--- src/rtl/multicycle_ctrl_v2.sv ---
// multicycle_ctrl_v2 -- multicycle MIPS-subset control FSM.
//
// Sits between the instruction register and the datapath and drives the mux
// selects, memory strobes and RF/PC/IR enables. Memory accesses complete on
// mem_ready; branch PC enables are resolved internally from zero.
//
// Optional feature: define MULTICYCLE_CTRL_INSTR_CNT_EN to add the
// retired-instruction counter and its instr_cnt port.
//
// Ports:
//   clk        rising-edge clock
//   reset      asynchronous, active-low reset
//   opcode     IR[31:26], stable from DECODE onward
//   funct      IR[5:0]
//   zero       ALU zero flag
//   mem_ready  memory completes the current access this cycle
//   alusrcA    0=PC, 1=regA
//   alusrcB    00=regB, 01=4, 10=sign-ext imm, 11=shifted imm
//   aluop      00=add, 01=sub, 10=funct, 11=and
//   memread / memwrite  memory strobes
//   IorD       0=PC address, 1=ALUout address
//   IR_write   IR load
//   regwrite   register-file write
//   regdst     00=rt, 01=rd, 10=r31
//   memtoreg   00=ALUout, 01=MDR, 10=PC
//   pc_src     00=ALU, 01=ALUout, 10=jump target, 11=regA
//   pc_en      resolved PC write enable
//   illegal    sticky illegal-opcode trap flag
//   state      current state (debug)
//   instr_cnt  retired-instruction count (MULTICYCLE_CTRL_INSTR_CNT_EN only)
module multicycle_ctrl_v2 #(
  parameter int unsigned OPC_W   = 6,
  parameter int unsigned FUNCT_W = 6,
  parameter int unsigned ALUOP_W = 2,
  parameter int unsigned STATE_W = 4,
  parameter int unsigned CNT_W   = 32
) (
  input  logic               clk,
  input  logic               reset,
  input  logic [OPC_W-1:0]   opcode,
  input  logic [FUNCT_W-1:0] funct,
  input  logic               zero,
  input  logic               mem_ready,
  output logic               alusrcA,
  output logic [1:0]         alusrcB,
  output logic [ALUOP_W-1:0] aluop,
  output logic               memread,
  output logic               memwrite,
  output logic               IorD,
  output logic               IR_write,
  output logic               regwrite,
  output logic [1:0]         regdst,
  output logic [1:0]         memtoreg,
  output logic [1:0]         pc_src,
  output logic               pc_en,
  output logic               illegal,
  output logic [STATE_W-1:0] state
`ifdef MULTICYCLE_CTRL_INSTR_CNT_EN
  ,
  output logic [CNT_W-1:0]   instr_cnt
`endif
);

  typedef enum logic [STATE_W-1:0] {
    FETCH  = STATE_W'(0),
    DECODE = STATE_W'(1),
    EXEC   = STATE_W'(2),
    MEM    = STATE_W'(3),
    MEM_WB = STATE_W'(4),
    ALU_WB = STATE_W'(5),
    TRAP   = STATE_W'(15)
  } state_t;

  localparam logic [OPC_W-1:0]   OP_RTYPE = OPC_W'(6'b000000);
  localparam logic [OPC_W-1:0]   OP_J     = OPC_W'(6'b000010);
  localparam logic [OPC_W-1:0]   OP_JAL   = OPC_W'(6'b000011);
  localparam logic [OPC_W-1:0]   OP_BEQ   = OPC_W'(6'b000100);
  localparam logic [OPC_W-1:0]   OP_BNE   = OPC_W'(6'b000101);
  localparam logic [OPC_W-1:0]   OP_ADDI  = OPC_W'(6'b001000);
  localparam logic [OPC_W-1:0]   OP_ANDI  = OPC_W'(6'b001100);
  localparam logic [OPC_W-1:0]   OP_LW    = OPC_W'(6'b100011);
  localparam logic [OPC_W-1:0]   OP_SW    = OPC_W'(6'b101011);
  localparam logic [FUNCT_W-1:0] FN_JR    = FUNCT_W'(6'b001000);

  localparam logic [ALUOP_W-1:0] ALU_ADD = ALUOP_W'(2'b00);
  localparam logic [ALUOP_W-1:0] ALU_SUB = ALUOP_W'(2'b01);
  localparam logic [ALUOP_W-1:0] ALU_FN  = ALUOP_W'(2'b10);
  localparam logic [ALUOP_W-1:0] ALU_AND = ALUOP_W'(2'b11);

  state_t state_q, state_d;
  logic   illegal_q;
  logic   retire;

  always_ff @(posedge clk or negedge reset) begin
    if (!reset) begin
      state_q   <= FETCH;
      illegal_q <= 1'b0;
    end else begin
      state_q <= state_d;
      // TRAP is absorbing, so the flag stays set until reset.
      if (state_d == TRAP) illegal_q <= 1'b1;
    end
  end

  // Decoding is wrapped in the reset test so every output (including the
  // write enables) is forced low for as long as reset is held.
  always_comb begin
    state_d  = state_q;
    retire   = 1'b0;
    alusrcA  = 1'b0;
    alusrcB  = 2'b00;
    aluop    = ALU_ADD;
    memread  = 1'b0;
    memwrite = 1'b0;
    IorD     = 1'b0;
    IR_write = 1'b0;
    regwrite = 1'b0;
    regdst   = 2'b00;
    memtoreg = 2'b00;
    pc_src   = 2'b00;
    pc_en    = 1'b0;
    if (reset) begin
      case (state_q)
        FETCH: begin
          memread = 1'b1;
          alusrcB = 2'b01;
          if (mem_ready) begin
            IR_write = 1'b1;
            pc_en    = 1'b1;
            state_d  = DECODE;
          end
        end
        DECODE: begin
          alusrcB = 2'b11;
          state_d = EXEC;
        end
        EXEC: begin
          if (opcode == OP_J) begin
            pc_src  = 2'b10;
            pc_en   = 1'b1;
            state_d = FETCH;
          end else if (opcode == OP_JAL) begin
            pc_src   = 2'b10;
            pc_en    = 1'b1;
            regwrite = 1'b1;
            regdst   = 2'b10;
            memtoreg = 2'b10;
            state_d  = FETCH;
          end else if (opcode == OP_BEQ || opcode == OP_BNE) begin
            alusrcA = 1'b1;
            aluop   = ALU_SUB;
            pc_src  = 2'b01;
            pc_en   = (opcode == OP_BEQ) ? zero : ~zero;
            state_d = FETCH;
          end else if (opcode == OP_RTYPE && funct == FN_JR) begin
            pc_src  = 2'b11;
            pc_en   = 1'b1;
            state_d = FETCH;
          end else if (opcode == OP_RTYPE) begin
            alusrcA = 1'b1;
            aluop   = ALU_FN;
            state_d = ALU_WB;
          end else if (opcode == OP_ADDI || opcode == OP_ANDI) begin
            alusrcA = 1'b1;
            alusrcB = 2'b10;
            aluop   = (opcode == OP_ANDI) ? ALU_AND : ALU_ADD;
            state_d = ALU_WB;
          end else if (opcode == OP_LW || opcode == OP_SW) begin
            alusrcA = 1'b1;
            alusrcB = 2'b10;
            state_d = MEM;
          end else begin
            state_d = TRAP;
          end
          retire = (state_d == FETCH);
        end
        MEM: begin
          IorD     = 1'b1;
          memread  = (opcode == OP_LW);
          memwrite = (opcode == OP_SW);
          if (mem_ready) begin
            state_d = (opcode == OP_LW) ? MEM_WB : FETCH;
            retire  = (opcode != OP_LW);
          end
        end
        MEM_WB: begin
          regwrite = 1'b1;
          memtoreg = 2'b01;
          state_d  = FETCH;
          retire   = 1'b1;
        end
        ALU_WB: begin
          regwrite = 1'b1;
          regdst   = (opcode == OP_RTYPE) ? 2'b01 : 2'b00;
          state_d  = FETCH;
          retire   = 1'b1;
        end
        TRAP: begin
          state_d = TRAP;
        end
        default: begin
          state_d = FETCH;
        end
      endcase
    end
  end

  assign illegal = illegal_q;
  assign state   = state_q;

`ifdef MULTICYCLE_CTRL_INSTR_CNT_EN
  logic [CNT_W-1:0] cnt_q;

  always_ff @(posedge clk or negedge reset) begin
    if (!reset) begin
      cnt_q <= '0;
    end else if (retire) begin
      cnt_q <= cnt_q + CNT_W'(1);
    end
  end

  assign instr_cnt = cnt_q;
`else
  logic unused_retire;
  assign unused_retire = retire;
`endif

endmodule

--- config.mk ---
export PLATFORM = sky130hd
export DESIGN_NAME = multicycle_ctrl_v2
export DESIGN_NICKNAME = d
export VERILOG_FILES = /design/src/rtl/multicycle_ctrl_v2.sv
export SDC_FILE = /design/constraint.sdc
export NUM_CORES = 1
export LEC_CHECK = 0
export CAP_MARGIN = 20
export CORE_ASPECT_RATIO = 1.25
export CORE_MARGIN = 8
export CORE_UTILIZATION = 30
export DETAILED_ROUTE_END_ITERATION = 12
export HOLD_SLACK_MARGIN = 0.08
export PLACE_DENSITY = 0.7
export SYNTH_ARGS = -nofsm -noshare
export SYNTH_HDL_FRONTEND = slang
export SYNTH_SLANG_ARGS = --single-unit
export TNS_END_PERCENT = 50
--- constraint.sdc ---
create_clock -name clk -period 1.8 [get_ports clk]
set_input_delay 0.36 -clock clk [delete_from_list [all_inputs] [get_ports clk]]
set_output_delay 0.36 -clock clk [all_outputs]
set_load 0.1 [all_outputs]
== After elaboration in Yosys (flattened, before gate mapping) ==
Cells that the tools add are included.
Storage, ports and cells
  register bits: 5
  input bits: 16
  output and inout bits: 22
  word-level logic and storage cells: 98
Operators by class
  equal/unequal tests: 16
  multiplexer cells: 72
  bitwise gates (word level): 1
  reduce and logical (&&, ||, !) cells: 7
Operators by type and width (count)
  two-way mux 2 bit: 27
  two-way mux 4 bit: 10
  two-way mux 1 bit: 27
  case mux 4 bit (5 select lines): 1
  equality test 6 x 4 -> 1 bit, second input constant: 3
  equality test 6 x 2 -> 1 bit, second input constant: 2
  equality test 6 x 3 -> 1 bit, second input constant: 2
  equality test 6 bit, second input constant: 2
  equality test 4 x 2 -> 1 bit, second input constant: 2
  equality test 4 x 3 -> 1 bit, second input constant: 2
  equality test 4 bit, second input constant: 2
  case mux 2 bit (2 select lines): 2
  logical NOT 6 bit: 1
  case mux 1 bit (2 select lines): 3
  case mux 2 bit (3 select lines): 1
  equality test 4 x 1 -> 1 bit, second input constant: 1
  logical NOT 4 bit: 1
  logical OR 1 bit: 3
  two-way mux 3 bit: 1
  OR reduction 2 bit: 1
  logical AND 1 bit: 1
  inverter 1 bit: 1

== Logic depth before layout (Yosys ltp) ==
Gate-level depths: netlist of run 1.
  depth after elaboration: 12
  gate-level depth with buffers: 6
  mapped depth without buffers: 5

== Worst setup path before layout of run 1 ==
No wires, ideal clock.
  kind: flip-flop to output port
  from: register state_q[2], in the netlist state[2]
  to: output port aluop[0]
  arrival: 4860 ps
  required time: 1440 ps
  setup slack: -3420 ps
  stages on the path, launching flop included: 5
  path buffers: 1
  cell sequence: dfrtp_1 -> or3b_1 -> buf_6 -> or2_2 -> nor4b_1
On the way
  longest elaborated chain between the ends: 3
RTL lines
  from (decl): RTL line 90  | state_t state_q, state_d;
  from (signal assigned): RTL line 99  | state_q <= state_d;
  equality test 4 x 2 -> 1 bit: RTL line 123  | case (state_q)
  two-way mux 2 bit: RTL line 123
  two-way mux 2 bit: RTL line 122  | if (reset) begin
  to (decl): RTL line 46  | output logic [ALUOP_W-1:0] aluop,
Every way passes these cells.

== Final worst setup path of run 1 ==
  from: register state_q[3], in the netlist state[3]
  to: output port aluop[1]
The elaborated chain is that of the path after synthesis.

==> out/qor.csv, run 1 <==
stage;metric;value;unit
synthesis;synth_sequential_area_ratio;19.3;%
synthesis;post_synth_main_area_contributors;sky130_fd_sc_hd__dfrtp_1 (19%), sky130_fd_sc_hd__nand2_1 (7.5%), sky130_fd_sc_hd__nor2_1 (5.8%);
sta;setup_tns;-6.96;ns
worst_hold_path;worstHoldPathType;in2async;
power;p_clk_share;5.9;%
clock_network;clk_transition_reported_paths;0.05;ns
global_routing;globalRoute.totalOverflow;0;
route;route.detailed.wl_per_inst;19.0;µm
route;route.vias.total;1084;
sta;layout_min_cycle_time;2.36;ns
critical_path;ff2ff_path_depth;7;
sta;unrepaired_setup_endpoints_after_global_routing;true;
synthesis;post_synth_inst_count;92;
synthesis;post_synth_instance_area;648;µm²
clock_network;clk_latency;0.25;ns
flow_run;max_capacitance_violation_count;0;
sta;max_slew_headroom_at_the_worst_pin;75.1;%
floorplanning;core_area;0.00212;mm²
critical_path;path_max_fanout;4;
power;irDropWorstVdd;0.858;mV
sta;timing_hold_violations_final;0;
power;p_switching;1.30;mW
layout;post-route-util;89.0;%
power;p_total;2.35;mW
critical_path;critical-path-slowest-cell;sky130_fd_sc_hd__dfrtp_4;
status;failed_checks;negative setup slack;
synthesis;yosysMostFrequentCell;sky130_fd_sc_hd__nand2_1;
placed_design;port_buffers;37;
critical_path;cpPeakStageDelay;0.47;ns
route;antenna_violating_nets_post_route;0;
power;power_frac_comb;84.5;%
layout;final_area;0.00188;mm²
synthesis;yosysUniqueCellTypes;35;
power;internal_power;1.04;mW
sta;post-route-period-util;131;%
layout;area_growth_syn_to_layout;191;%
placed_design;post-dp-hpwl;2.53;mm
status;outcome;finished with violations;
clock_network;largest_buffer_count_on_any_clock_path;2;
global_routing;track_usage;19.0;%
sta;finalWorstSetupSlack;-0.559;ns
synthesis;count_of_flip_flops_with_a_built_in_enable_after_synthesis;0;
synthesis;post_synth_net_total;108;
critical_path;crit_path_cell_trace;or3b_4 -> buf_6 -> a211oi_4 -> nand2_2 -> a21oi_4 -> buf_12;
critical_path;crit_family;simple AND/OR/NAND/NOR gates;
clock_network;clkSinkCount;5;
critical_path;worst_setup_path_start_kind;flip-flop;
route;postRouteWirelength;3.66;mm
synthesis;register_bit_total_from_synthesis;5;
floorplanning;fp.dieH;68.0;µm
power;power_leakage;0.772;nW
synthesis;ys_warn_count;0;
sta;fmax;0.424;GHz
global_routing;first_global_vias;1246;
power;seqPwrFrac;9.6;%
layout;finish.net_count;189;
critical_path;setup.worst_path.end_class;output pin;
route;detail_route.vias_per_cell;5.62;
critical_path;r2r_setup_slack;-0.22;ns
clock_network;hold_fix_buffers_cts;0;
floorplanning;die_w;57.6;µm
route;violation_count_after_the_first_detailed_routing_iteration;49;
route;detail_route.drc_violations;0;
layout;fillerInstances;96;
layout;drive_gt1_share;68.6;%
sta;slew_of_the_pin_with_the_lowest_slew_margin;0.370;ns
floorplanning;io-pin-count;38;
power;powerDensity;1250;mW/mm²
layout;sequential_cell_area;138;µm²
critical_path;crit_path_buf_inv_count;2;
global_routing;antenna_found_initial;0;
route;drt_pre_antenna_iters;4;
critical_path;reg2reg_from;state[3];
placed_design;dpl_cell_area;0.00161;mm²
layout;multi_input_area;739;µm²
critical_path;worst_r2r_endpoint;illegal;
synthesis;ys_dominant_reg_cell;sky130_fd_sc_hd__dfrtp_1;
sta;drv_slew;0;
clock_network;cts_tree;built;
synthesis;yosys.area.top_type;sky130_fd_sc_hd__dfrtp_1;
global_routing;grt_max_degree;9;
critical_path;worst-endpoint-required;1.44;ns
synthesis;synthesis.area_per_instance;7.04;µm²
floorplanning;initial_core_util;30.6;%
synthesis;synth.top_cell.area_share;19.3;%
power;switching_share;55.5;%
clock_network;clk_root_buffer_cell;sky130_fd_sc_hd__clkbuf_4;
floorplanning;row_count;19;
sta;setup_viol;19;
layout;antenna_cells_inserted;0;
synthesis;synth_async_sr_flop_share;100;%
floorplanning;die_area;0.00391;mm²
critical_path;critPathArrivalTime;2.00;ns
clock_network;clock_buffer_count_from_cts;3;
global_routing;wire_length_of_the_first_global_routing_pass;5.82;mm
sta;clock-skew-final;0.00112;ns
clock_network;h-tree-depth;1;
placed_design;gpl.final_weighted_congestion;0.938;
synthesis;post_synth_most_frequent_cells;sky130_fd_sc_hd__nand2_1 (13), sky130_fd_sc_hd__nor2_1 (10), sky130_fd_sc_hd__a21oi_1 (7), sky130_fd_sc_hd__o21ai_0 (7), sky130_fd_sc_hd__dfrtp_1 (5);
critical_path;classification_of_the_worst_setup_path;reg2out;
[worst max-delay path by stage]
stage | from | slack, ns | end | depth (start not counted)
floorplan | state[2] | -1.31 | regwrite | 5
global route | state[3] | -0.63 | aluop[1] | 6
global placement | reset | -0.64 | aluop[1] | 7
detailed placement | reset | -0.70 | aluop[1] | 7
CTS | state[2] | -0.57 | alusrcA | 6
finish | state[3] | -0.56 | aluop[1] | 6
[repair_timing]
item	4_1_cts	5_1_grt
pin swaps	22	8
endpoints found under the hold margin	0	0
setup endpoints to repair	21	20
resized for setup	60	4
setup buffers	4	3
[per-stage QoR]
| stage | setup slack (ns) | hold slack [ns] | cells |
|---|---|---|---|
| 2_1_floorplan | -1.31 | 0.0644 | 92 |
| 3_3_place_gp | -0.643 | 0.521 | 183 |
| 3_5_place_dp | -0.701 | 0.519 | 183 |
| 4_1_cts | -0.571 | 0.176 | 191 |
| 5_1_grt | -0.630 | 0.162 | 193 |
| 6_report | -0.559 | 0.166 | 193 |
[state kept, by name, summed over array words and instances, names as in the netlist]
register and flops:
state 4, illegal 1
[routing by layer]
| layer | up-vias | track usage, % | routed length [µm] | part of all wire [%] |
|---|---|---|---|---|
| met4 | 0 | 11.0 | 144 | 3.9 |
| met1 | 515 | 16.3 | 1240 | 34 |
| met3 | 14 | 5.26 | 232 | 6.3 |
| li1 | 489 | - | - | - |
| met5 | - | 0 | 0 | 0 |
| met2 | 66 | 38.5 | 2040 | 56 |
[placed cells by master (no fill, tap or decap), types with 2 or more instances in the layout]
master	count
sky130_fd_sc_hd__buf_4	36
sky130_fd_sc_hd__buf_12	22
sky130_fd_sc_hd__nand2_1	10
sky130_fd_sc_hd__buf_6	7
sky130_fd_sc_hd__nor2_4	6
sky130_fd_sc_hd__clkdlybuf4s50_1	6
sky130_fd_sc_hd__o21ai_0	5
sky130_fd_sc_hd__nor2_1	4
sky130_fd_sc_hd__dlygate4sd2_1	4
sky130_fd_sc_hd__or2_4	3
sky130_fd_sc_hd__a21oi_1	3
sky130_fd_sc_hd__nand2_2	3
sky130_fd_sc_hd__nor3_4	3
sky130_fd_sc_hd__a21oi_4	3
sky130_fd_sc_hd__clkbuf_4	3
sky130_fd_sc_hd__clkdlybuf4s15_2	3
sky130_fd_sc_hd__dfrtp_4	3
sky130_fd_sc_hd__nand2b_4	2
sky130_fd_sc_hd__nor4b_4	2
sky130_fd_sc_hd__inv_2	2
sky130_fd_sc_hd__o21ai_2	2
sky130_fd_sc_hd__nand3_1	2
sky130_fd_sc_hd__nor3_1	2
sky130_fd_sc_hd__inv_1	2
sky130_fd_sc_hd__clkdlybuf4s15_1	2
[cell type report]
type | instances | share of cell area [%]
clock buffers | 4 | 1.40
inverters | 4 | 0.797
multi-input cells | 79 | 39.3
flip-flops and latches | 5 | 7.31
well taps | 21 | 1.40
repair buffers | 80 | 49.8
[cell families (layout without fill, tap and decap cells)]
logic type / count (synthesis) / after routing / synth area share (%)
AND/OR/NAND/NOR: 52 / 52 / 43.8
buffers and inverters: 8 / 88 / 7.34
AO/OA/AOI/OAI: 26 / 26 / 28.2
XOR/XNOR: 1 / 1 / 1.35
flip-flops: 5 / 5 / 19.3
[power by group through the flow]
| stage | registers, mW | logic [mW] | clock network, mW |
|---|---|---|---|
| 2_1_floorplan | 0.542 | 0.708 | 0 |
| 3_3_place_gp | 0.216 | 1.70 | 0 |
| 3_5_place_dp | 0.218 | 1.73 | 0 |
| 4_1_cts | 0.225 | 1.92 | 0.132 |
| 5_1_grt | 0.229 | 2.05 | 0.151 |
| 6_report | 0.225 | 1.98 | 0.140 |
Note: power is estimated with default switching activity, not from simulation.
==> run 2: changes to the inputs <==
--- a/config.mk
+++ b/config.mk
@@ -10,8 +10,9 @@
 export CORE_MARGIN = 8
 export CORE_UTILIZATION = 30
 export DETAILED_ROUTE_END_ITERATION = 12
+export DONT_BUFFER_PORTS = 1
 export HOLD_SLACK_MARGIN = 0.08
-export PLACE_DENSITY = 0.7
+export PLACE_DENSITY = 0.46
 export SYNTH_ARGS = -nofsm -noshare
 export SYNTH_HDL_FRONTEND = slang
 export SYNTH_SLANG_ARGS = --single-unit
==> run 2 against run 1 <==
  * The run still ends with negative setup slack left
  * Critical path depth unchanged
  * Via count down 17%
  * Non-clock buffer count down 31
  * Combinational power down 16%
  * Maximum frequency up 2.0%
  * Design area down 24%
  * Sequential power up 13%
  * Clock-buffer cell count unchanged
  * Die area unchanged
  * Global-route usage down 4.4 points
  * Clock power down 9%
  * Hold slack better by 0.26 ns
  * Critical path type unchanged
  * Critical endpoint is now alusrcA
  * Highest routed layer unchanged
==> out/qor.csv, run 2 (synthesized netlist as in run 1, its figures left out) <==
stage;metric;value;unit;change
status;outcome;finished with violations;;
status;failed_checks;negative setup slack;;
route;route.vias.total;897;;-17%
critical_path;setup.worst_path.end_class;output pin;;
sta;clock-skew-final;0.00549;ns;+0.00438 ns
power;seqPwrFrac;12.4;%;+2.8 points
power;irDropWorstVdd;0.718;mV;-16%
clock_network;clk_transition_reported_paths;0.04;ns;about the same
global_routing;track_usage;14.6;%;-4.4 points
critical_path;worst_r2r_endpoint;illegal;;
power;power_leakage;0.577;nW;-25%
sta;drv_slew;0;;unchanged
route;drt_pre_antenna_iters;7;;+3
critical_path;reg2reg_from;state[2];;
sta;max_slew_headroom_at_the_worst_pin;39.4;%;-36 points
layout;instances_no_fill;162;;-16%
global_routing;antenna_found_initial;0;;unchanged
critical_path;worst_setup_path_endpoint;alusrcA;;
route;detail_route.drc_violations;0;;unchanged
flow_run;max_capacitance_violation_count;0;;unchanged
layout;final_common_cell;sky130_fd_sc_hd__buf_4;;
placed_design;post-dp-hpwl;2.21;mm;-13%
worst_hold_path;worstHoldPathType;in2async;;
power;p_clk_share;6.3;%;+0.4 points
critical_path;r2r_setup_slack;-0.40;ns;-0.18 ns
layout;drive_gt1_share;61.7;%;-6.9 points
critical_path;classification_of_the_worst_setup_path;reg2out;;
floorplanning;initial_core_util;30.6;%;unchanged
layout;area_growth_syn_to_layout;121;%;
clock_network;cts_tree;built;;
critical_path;critical-path-slowest-cell;sky130_fd_sc_hd__dfrtp_4;;
power;internal_power;852;µW;-18%
route;route.detailed.wl_per_inst;16.9;µm;-11%
route;postRouteWirelength;2.74;mm;-25%
critical_path;cpPeakStageDelay;0.46;ns;about the same
layout;multi_input_area;642;µm²;-13%
layout;finish.net_count;158;;-16%
critical_path;ff2ff_path_depth;9;;+2
critical_path;path_max_fanout;4;;unchanged
sta;timing_hold_violations_final;0;;unchanged
layout;sequential_cell_area;138;µm²;unchanged
layout;most-common-layout-cells;sky130_fd_sc_hd__buf_4 (28), sky130_fd_sc_hd__buf_12 (16), sky130_fd_sc_hd__nand2_1 (12);;
layout;post-route-util;67.7;%;-21 points
power;p_switching;1.20;mW;-8.4%
layout;fillerInstances;168;;+75%
sta;finalWorstSetupSlack;-0.514;ns;+0.0453 ns
global_routing;wire_length_of_the_first_global_routing_pass;4.44;mm;-24%
sta;setup_viol;19;;unchanged
sta;layout_min_cycle_time;2.31;ns;-0.0453 ns
route;violation_count_after_the_first_detailed_routing_iteration;47;;-4.1%
critical_path;critPathLaunch;state[2];;
clock_network;h-tree-depth;1;;unchanged
floorplanning;io-pin-count;38;;unchanged
placed_design;dp_cells;151;;-17%
power;switching_share;58.4;%;+2.8 points
placed_design;port_buffers;0;;-100%
global_routing;grt_max_degree;9;;unchanged
floorplanning;fp.dieH;68.0;µm;unchanged
route;detail_route.vias_per_cell;5.54;;-1.4%
sta;slew_of_the_pin_with_the_lowest_slew_margin;0.909;ns;+0.539 ns
sta;setup_tns;-7.59;ns;-0.637 ns
placed_design;gpl.final_weighted_congestion;0.897;;-4.3%
global_routing;globalRoute.totalOverflow;0;;unchanged
floorplanning;die_w;57.6;µm;unchanged
clock_network;clk_latency;0.24;ns;about the same
critical_path;worst_setup_path_start_kind;flip-flop;;
floorplanning;row_count;19;;unchanged
clock_network;clk_root_buffer_cell;sky130_fd_sc_hd__clkbuf_4;;
critical_path;crit_path_cell_trace;or3b_4 -> buf_6 -> a211oi_4 -> o21ai_2 -> nor2b_4 -> buf_12;;
route;antenna_violating_nets_post_route;0;;unchanged
power;powerDensity;1430;mW/mm²;+15%
critical_path;critPathArrivalTime;1.95;ns;-0.05 ns
clock_network;clock_buffer_count_from_cts;3;;unchanged
layout;antenna_cells_inserted;0;;unchanged
sta;post-route-period-util;129;%;-2.5 points
global_routing;first_global_vias;971;;-22%
floorplanning;core_area;0.00212;mm²;unchanged
critical_path;worst-endpoint-required;1.44;ns;about the same
sta;unrepaired_setup_endpoints_after_global_routing;true;;
layout;largest_register_ffs;4;;unchanged
clock_network;clkSinkCount;5;;unchanged
floorplanning;die_area;0.00391;mm²;unchanged
clock_network;largest_buffer_count_on_any_clock_path;2;;unchanged
sta;fmax;0.432;GHz;+2.0%
power;power_frac_comb;81.3;%;-3.2 points
-- run 2: cell types whose count changed in the layout (fill, tap and decap cells not counted), sizes merged --
cell and delta:
buf -17, clkdlybuf4s50 -6, clkdlybuf4s15 -5, dlygate4sd2 -4, dlygate4sd3 +1
-- run 2: cell type report --
type | instances | share of cell area (%)
flip-flops and latches | 5 | 9.61
repair buffers | 49 | 40.9
clock buffers | 4 | 1.83
multi-input cells | 79 | 44.8
inverters | 4 | 1.05
well taps | 21 | 1.83
-- run 2: layer usage --
metal | up-vias | wire (µm) | track usage [%]
met5 | - | 0 | 0
met4 | 0 | 83 | 7.84
met3 | 8 | 225 | 3.38
met2 | 52 | 1480 | 28.6
met1 | 410 | 956 | 13.9
li1 | 427 | - | -
-- run 2: through the flow --
step | power (mW) | worst slack [ns] | area (µm²) | hold slack (ns)
2_1_floorplan | 1.25 | -1.31 | 758 | 0.0644
3_3_place_gp | 1.72 | -0.283 | 1260 | 0.0648
3_5_place_dp | 1.73 | -0.314 | 1260 | 0.0648
4_1_cts | 2.00 | -0.554 | 1400 | 0.424
5_1_grt | 2.13 | -0.569 | 1430 | 0.433
6_report | 2.05 | -0.514 | 1430 | 0.422
-- run 2: worst max-delay path, delay by kind of cell (launching register included) --
kind,cells,cell delay [ns]
flops,1,0.46
compound gates,2,0.37
buf+inv,2,0.31
simple gates,2,0.56
-- run 2: worst min-delay path by stage --
stage	to	slack, ns	cells past startpoint
finish	state[3]	0.42	1
detailed placement	state[3]	0.06	0
global route	state[3]	0.43	1
global placement	state[2]	0.06	0
CTS	state[3]	0.42	1
floorplan	illegal	0.06	0
-- run 2: power groups by stage --
stage	Combinational, mW	Sequential [mW]	Clock, mW
global route	1.73	0.262	0.142
CTS	1.62	0.253	0.131
finish	1.66	0.254	0.128
floorplan	0.708	0.542	0
detailed placement	1.48	0.252	0
global placement	1.47	0.249	0
-- run 2: timing repair --
action                                 4_1_cts  5_1_grt
buffers inserted                             4        2
hold buffers                                 1        0
endpoints found under the hold margin        5        0
resized for setup                           15        7
pin swaps                                    8        4
setup endpoints to repair                   19       21
==> run 3: changes to the inputs <==
--- a/config.mk
+++ b/config.mk
@@ -6,13 +6,16 @@
 export NUM_CORES = 1
 export LEC_CHECK = 0
 export CAP_MARGIN = 20
+export CELL_PAD_IN_SITES_DETAIL_PLACEMENT = 2
+export CELL_PAD_IN_SITES_GLOBAL_PLACEMENT = 2
 export CORE_ASPECT_RATIO = 1.25
 export CORE_MARGIN = 8
-export CORE_UTILIZATION = 30
+export CORE_UTILIZATION = 27
 export DETAILED_ROUTE_END_ITERATION = 12
 export DONT_BUFFER_PORTS = 1
 export HOLD_SLACK_MARGIN = 0.08
-export PLACE_DENSITY = 0.46
+export PLACE_DENSITY = 0.73
+export SKIP_LAST_GASP = 1
 export SYNTH_ARGS = -nofsm -noshare
 export SYNTH_HDL_FRONTEND = slang
 export SYNTH_SLANG_ARGS = --single-unit
==> run 3 against run 2 <==
  * The run now fails in 4_1_cts
  * Synthesized cell count unchanged
  * Synthesized area unchanged
==> out/qor.csv, run 3 <==
stage;metric;value;unit;change
synthesis;post_synth_main_area_contributors;sky130_fd_sc_hd__dfrtp_1 (19%), sky130_fd_sc_hd__nand2_1 (7.5%), sky130_fd_sc_hd__nor2_1 (5.8%);;
clock_network;clk_root_buffer_cell;sky130_fd_sc_hd__clkbuf_4;;
synthesis;count_of_flip_flops_with_a_built_in_enable_after_synthesis;0;;unchanged
floorplanning;die_w;59.8;µm;+3.9%
clock_network;h-tree-depth;1;;unchanged
synthesis;ys_dominant_reg_cell;sky130_fd_sc_hd__dfrtp_1;;
synthesis;synth_sequential_area_ratio;19.3;%;unchanged
synthesis;synth-simple-area-share;43.8;%;unchanged
placed_design;dpl_cell_area;0.00126;mm²;+0.40%
synthesis;post_synth_instance_area;648;µm²;unchanged
synthesis;post_synth_inst_count;92;;unchanged
clock_network;hold_fix_buffers_cts;1;;unchanged
clock_network;clock_buffer_count_from_cts;3;;unchanged
floorplanning;fp.dieH;70.8;µm;+4.1%
status;outcome;did not finish;;
clock_network;clkSinkCount;5;;unchanged
synthesis;register_bit_total_from_synthesis;5;;unchanged
synthesis;post_synth_net_total;108;;unchanged
synthesis;yosysUniqueCellTypes;35;;unchanged
synthesis;compound_cell_area_share_of_the_yosys_netlist;28.2;%;unchanged
placed_design;post-dp-hpwl;3.26;mm;+48%
synthesis;synthAdderAreaFrac;0;%;unchanged
synthesis;muxShareOfSynthArea;0;%;unchanged
synthesis;post_synth_most_frequent_cells;sky130_fd_sc_hd__nand2_1 (13), sky130_fd_sc_hd__nor2_1 (10), sky130_fd_sc_hd__a21oi_1 (7), sky130_fd_sc_hd__o21ai_0 (7), sky130_fd_sc_hd__dfrtp_1 (5);;
status;flow.first_error;[ERROR DPL-0033] detailed placement checks failed during check placement.;;
status;failing_step;4_1_cts;;
synthesis;synthesis.area_per_instance;7.04;µm²;unchanged
clock_network;ctsResizeCount;18;;+3
placed_design;gpl.final_weighted_congestion;0.817;;-8.9%
synthesis;yosys.area.top_type;sky130_fd_sc_hd__dfrtp_1;;
floorplanning;row_count;20;;+1
placed_design;port_buffers;0;;unchanged
synthesis;yosysMostFrequentCell;sky130_fd_sc_hd__nand2_1;;
floorplanning;initial_core_util;27.6;%;-3.1 points
synthesis;fraction_of_synthesized_cell_area_in_xor_and_xnor_cells;1.35;%;unchanged
clock_network;largest_buffer_count_on_any_clock_path;2;;unchanged
synthesis;synth.top_cell.area_share;19.3;%;unchanged
clock_network;cts_setup_buffers;5;;+1
synthesis;ys_warn_count;0;;unchanged
synthesis;synth_async_sr_flop_share;100;%;unchanged
floorplanning;io-pin-count;38;;unchanged
synthesis;dominant_combinational_cell_family_by_area_after_synthesis;simple AND/OR/NAND/NOR gates;;
run 3: cell counts after synthesis:
No cell type changed its count.
run 3: kinds of logic after synthesis:
logic type | Yosys count
flip-flops | 5
AO/OA/AOI/OAI | 26
XOR/XNOR | 1
AND/OR/NAND/NOR | 52
buffers and inverters | 8
run 3: through the flow:
stage          cells  utilization, %  setup TNS [ns]  setup WS [ns]
2_1_floorplan     92               -          -15.61          -1.31
3_3_place_gp     160            53.8           -2.51         -0.255
3_5_place_dp     160            53.8           -3.68         -0.325
==> run 4: changes to the inputs <==
==> config.mk (replaced) <==
export PLATFORM = sky130hd
export DESIGN_NAME = multicycle_ctrl_v2
export DESIGN_NICKNAME = d
export VERILOG_FILES = /design/src/rtl/multicycle_ctrl_v2.sv
export SDC_FILE = /design/constraint.sdc
export NUM_CORES = 1
export LEC_CHECK = 0
export CAP_MARGIN = 20
export CORE_AREA = 8 8 69 71
export DETAILED_ROUTE_END_ITERATION = 12
export DIE_AREA = 0 0 77 79
export DONT_BUFFER_PORTS = 1
export PLACE_DENSITY_LB_ADDON = 0.15
export SKIP_LAST_GASP = 1
export SYNTH_ARGS = -nofsm -noshare
export SYNTH_HDL_FRONTEND = slang
export SYNTH_SLANG_ARGS = --single-unit
export TNS_END_PERCENT = 50
==> constraint.sdc (replaced) <==
create_clock -name clk -period 2.3 [get_ports clk]
set_input_delay 0.46 -clock clk [delete_from_list [all_inputs] [get_ports clk]]
set_output_delay 0.46 -clock clk [all_outputs]
set_load 0.1 [all_outputs]
==> run 4 against run 3 <==
  * The flow now finishes, with violations (negative setup slack)
==> out/qor.csv, run 4 (synthesized netlist as in run 1, its figures left out) <==
stage;metric;value;unit;change
route;antenna_violating_nets_post_route;0;;
sta;post-route-period-util;104;%;
worst_hold_path;min_path_cells;2;;
layout;instances_no_fill;172;;
critical_path;worst-endpoint-required;1.84;ns;
sta;slew_of_the_pin_with_the_lowest_slew_margin;0.909;ns;
critical_path;worst_setup_path_start_kind;flip-flop;;
floorplanning;die_w;77;µm;+29%
clock_network;largest_buffer_count_on_any_clock_path;2;;unchanged
layout;antenna_cells_inserted;0;;
layout;finish.net_count;139;;
floorplanning;row_count;23;;+15%
clock_network;clk_transition_reported_paths;0.04;ns;
route;violation_count_after_the_first_detailed_routing_iteration;36;;
sta;layout_min_cycle_time;2.39;ns;
worst_hold_path;hold_path_end;state[2];;
critical_path;critPathArrivalTime;1.93;ns;
sta;finalWorstSetupSlack;-0.0916;ns;
layout;area_growth_syn_to_layout;96.3;%;
floorplanning;die_area;0.00608;mm²;
sta;unrepaired_setup_endpoints_after_global_routing;true;;
sta;drv_slew;0;;
sta;setup_viol;8;;
clock_network;clock_buffer_count_from_cts;3;;unchanged
placed_design;post-dp-hpwl;2.18;mm;-33%
route;detail_route.drc_violations;0;;
global_routing;track_usage;8.91;%;
critical_path;reg2reg_from;state[2];;
sta;clock-skew-final;0.00127;ns;
layout;final_common_cell;sky130_fd_sc_hd__buf_12;;
floorplanning;fp.dieH;79;µm;+12%
placed_design;dpl_cell_area;0.00118;mm²;-7.0%
critical_path;setup.worst_path.end_class;output pin;;
power;power_leakage;0.480;nW;
sta;fmax;0.418;GHz;
global_routing;wire_length_of_the_first_global_routing_pass;4.37;mm;
critical_path;worst_r2r_endpoint;illegal;;
placed_design;gpl.final_weighted_congestion;0.798;;-2.4%
power;p_total;1.46;mW;
clock_network;clk_root_buffer_cell;sky130_fd_sc_hd__clkbuf_8;;
floorplanning;core_area;0.00380;mm²;
sta;max_slew_headroom_at_the_worst_pin;39.4;%;
status;failed_checks;negative setup slack;;
flow_run;max_capacitance_violation_count;0;;
critical_path;ff2ff_path_depth;7;;
floorplanning;initial_core_util;17.1;%;-10 points
critical_path;crit_path_cell_trace;or3b_4 -> or2_4 -> nor4b_4 -> buf_12;;
placed_design;pre_cts_setup_slack;0.104;ns;+0.428 ns
status;outcome;finished with violations;;
sta;setup_tns;-0.410;ns;
layout;most-common-layout-cells;sky130_fd_sc_hd__buf_12 (15), sky130_fd_sc_hd__buf_4 (13), sky130_fd_sc_hd__nand2_1 (12);;
layout;sequential_cell_area;138;µm²;
global_routing;antenna_found_initial;0;;
route;route.detailed.wl_per_inst;15.1;µm;
route;drt_pre_antenna_iters;4;;
sta;hold_ws;0.509;ns;
critical_path;critical-path-slowest-cell;sky130_fd_sc_hd__dfrtp_4;;
layout;drive_gt1_share;52.5;%;
placed_design;dp_cells;164;;+2.5%
power;powerDensity;1150;mW/mm²;
critical_path;cpPeakStageDelay;0.46;ns;
worst_hold_path;hold_start;opcode[4];;
global_routing;globalRoute.totalOverflow;0;;
route;route.vias.total;794;;
clock_network;cts_tree;built;;
layout;fillerInstances;421;;
layout;final_area;0.00127;mm²;
route;detail_route.vias_per_cell;4.62;;
critical_path;classification_of_the_worst_setup_path;reg2out;;
global_routing;first_global_vias;839;;
placed_design;port_buffers;0;;unchanged
layout;multi_input_area;593;µm²;
clock_network;clk_latency;0.22;ns;
layout;post-route-util;33.5;%;
clock_network;clkSinkCount;5;;unchanged
floorplanning;io-pin-count;38;;unchanged
global_routing;grt_max_degree;10;;
power;irDropWorstVdd;0.282;mV;
sta;timing_hold_violations_final;0;;
route;postRouteWirelength;2.60;mm;
critical_path;r2r_setup_slack;0.32;ns;
worst_hold_path;worstHoldPathType;in2reg;;
clock_network;h-tree-depth;1;;unchanged
layout;largest_register_ffs;4;;
critical_path;path_max_fanout;4;;
run 4: critical path, delay by kind of cell (launching register included):
| kind | cells | cell delay [ns] |
|---|---|---|
| buffers and inverters | 1 | 0.21 |
| flip-flops | 1 | 0.46 |
| AND/OR/NAND/NOR | 3 | 1.03 |
run 4: cell type report:
type	instances	area share, %
clock buffer	4	3.54
tap	50	4.92
timing repair buffer	30	32.9
inverter	4	1.18
multi-input combinational	79	46.6
sequential	5	10.8
run 4: worst max-delay path by stage:
stage	end	slack, ns	from
finish	aluop[0]	-0.09	state[2]
global route	alusrcA	-0.16	state[2]
CTS	alusrcA	-0.14	state[2]
detailed placement	aluop[1]	0.10	state[2]
global placement	aluop[1]	0.13	state[2]
floorplan	regwrite	-0.91	state[2]
run 4: what timing repair did:
| item | 4_1_cts | 5_1_grt |
|---|---|---|
| setup buffers | 2 | 1 |
| gates resized for setup | 6 | 0 |
| hold buffers | 1 | 0 |
| setup endpoints to repair | 10 | 13 |
| endpoints found under the hold margin | 5 | 0 |
| pin swaps | 4 | 3 |
run 4: per-layer routing:
layer,vias to the layer above,part of all wire (%),track usage [%]
li1,391,-,-
met1,377,41,10.2
met2,24,49,14.9
met3,2,9.2,3.27
met4,0,0.46,3.40
met5,-,0,0
run 4: power by group:
group          switching, mW  internal (mW)
Sequential            0.0938          0.137
Combinational          0.742          0.321
Clock                 0.0440          0.119
Total                  0.880          0.577
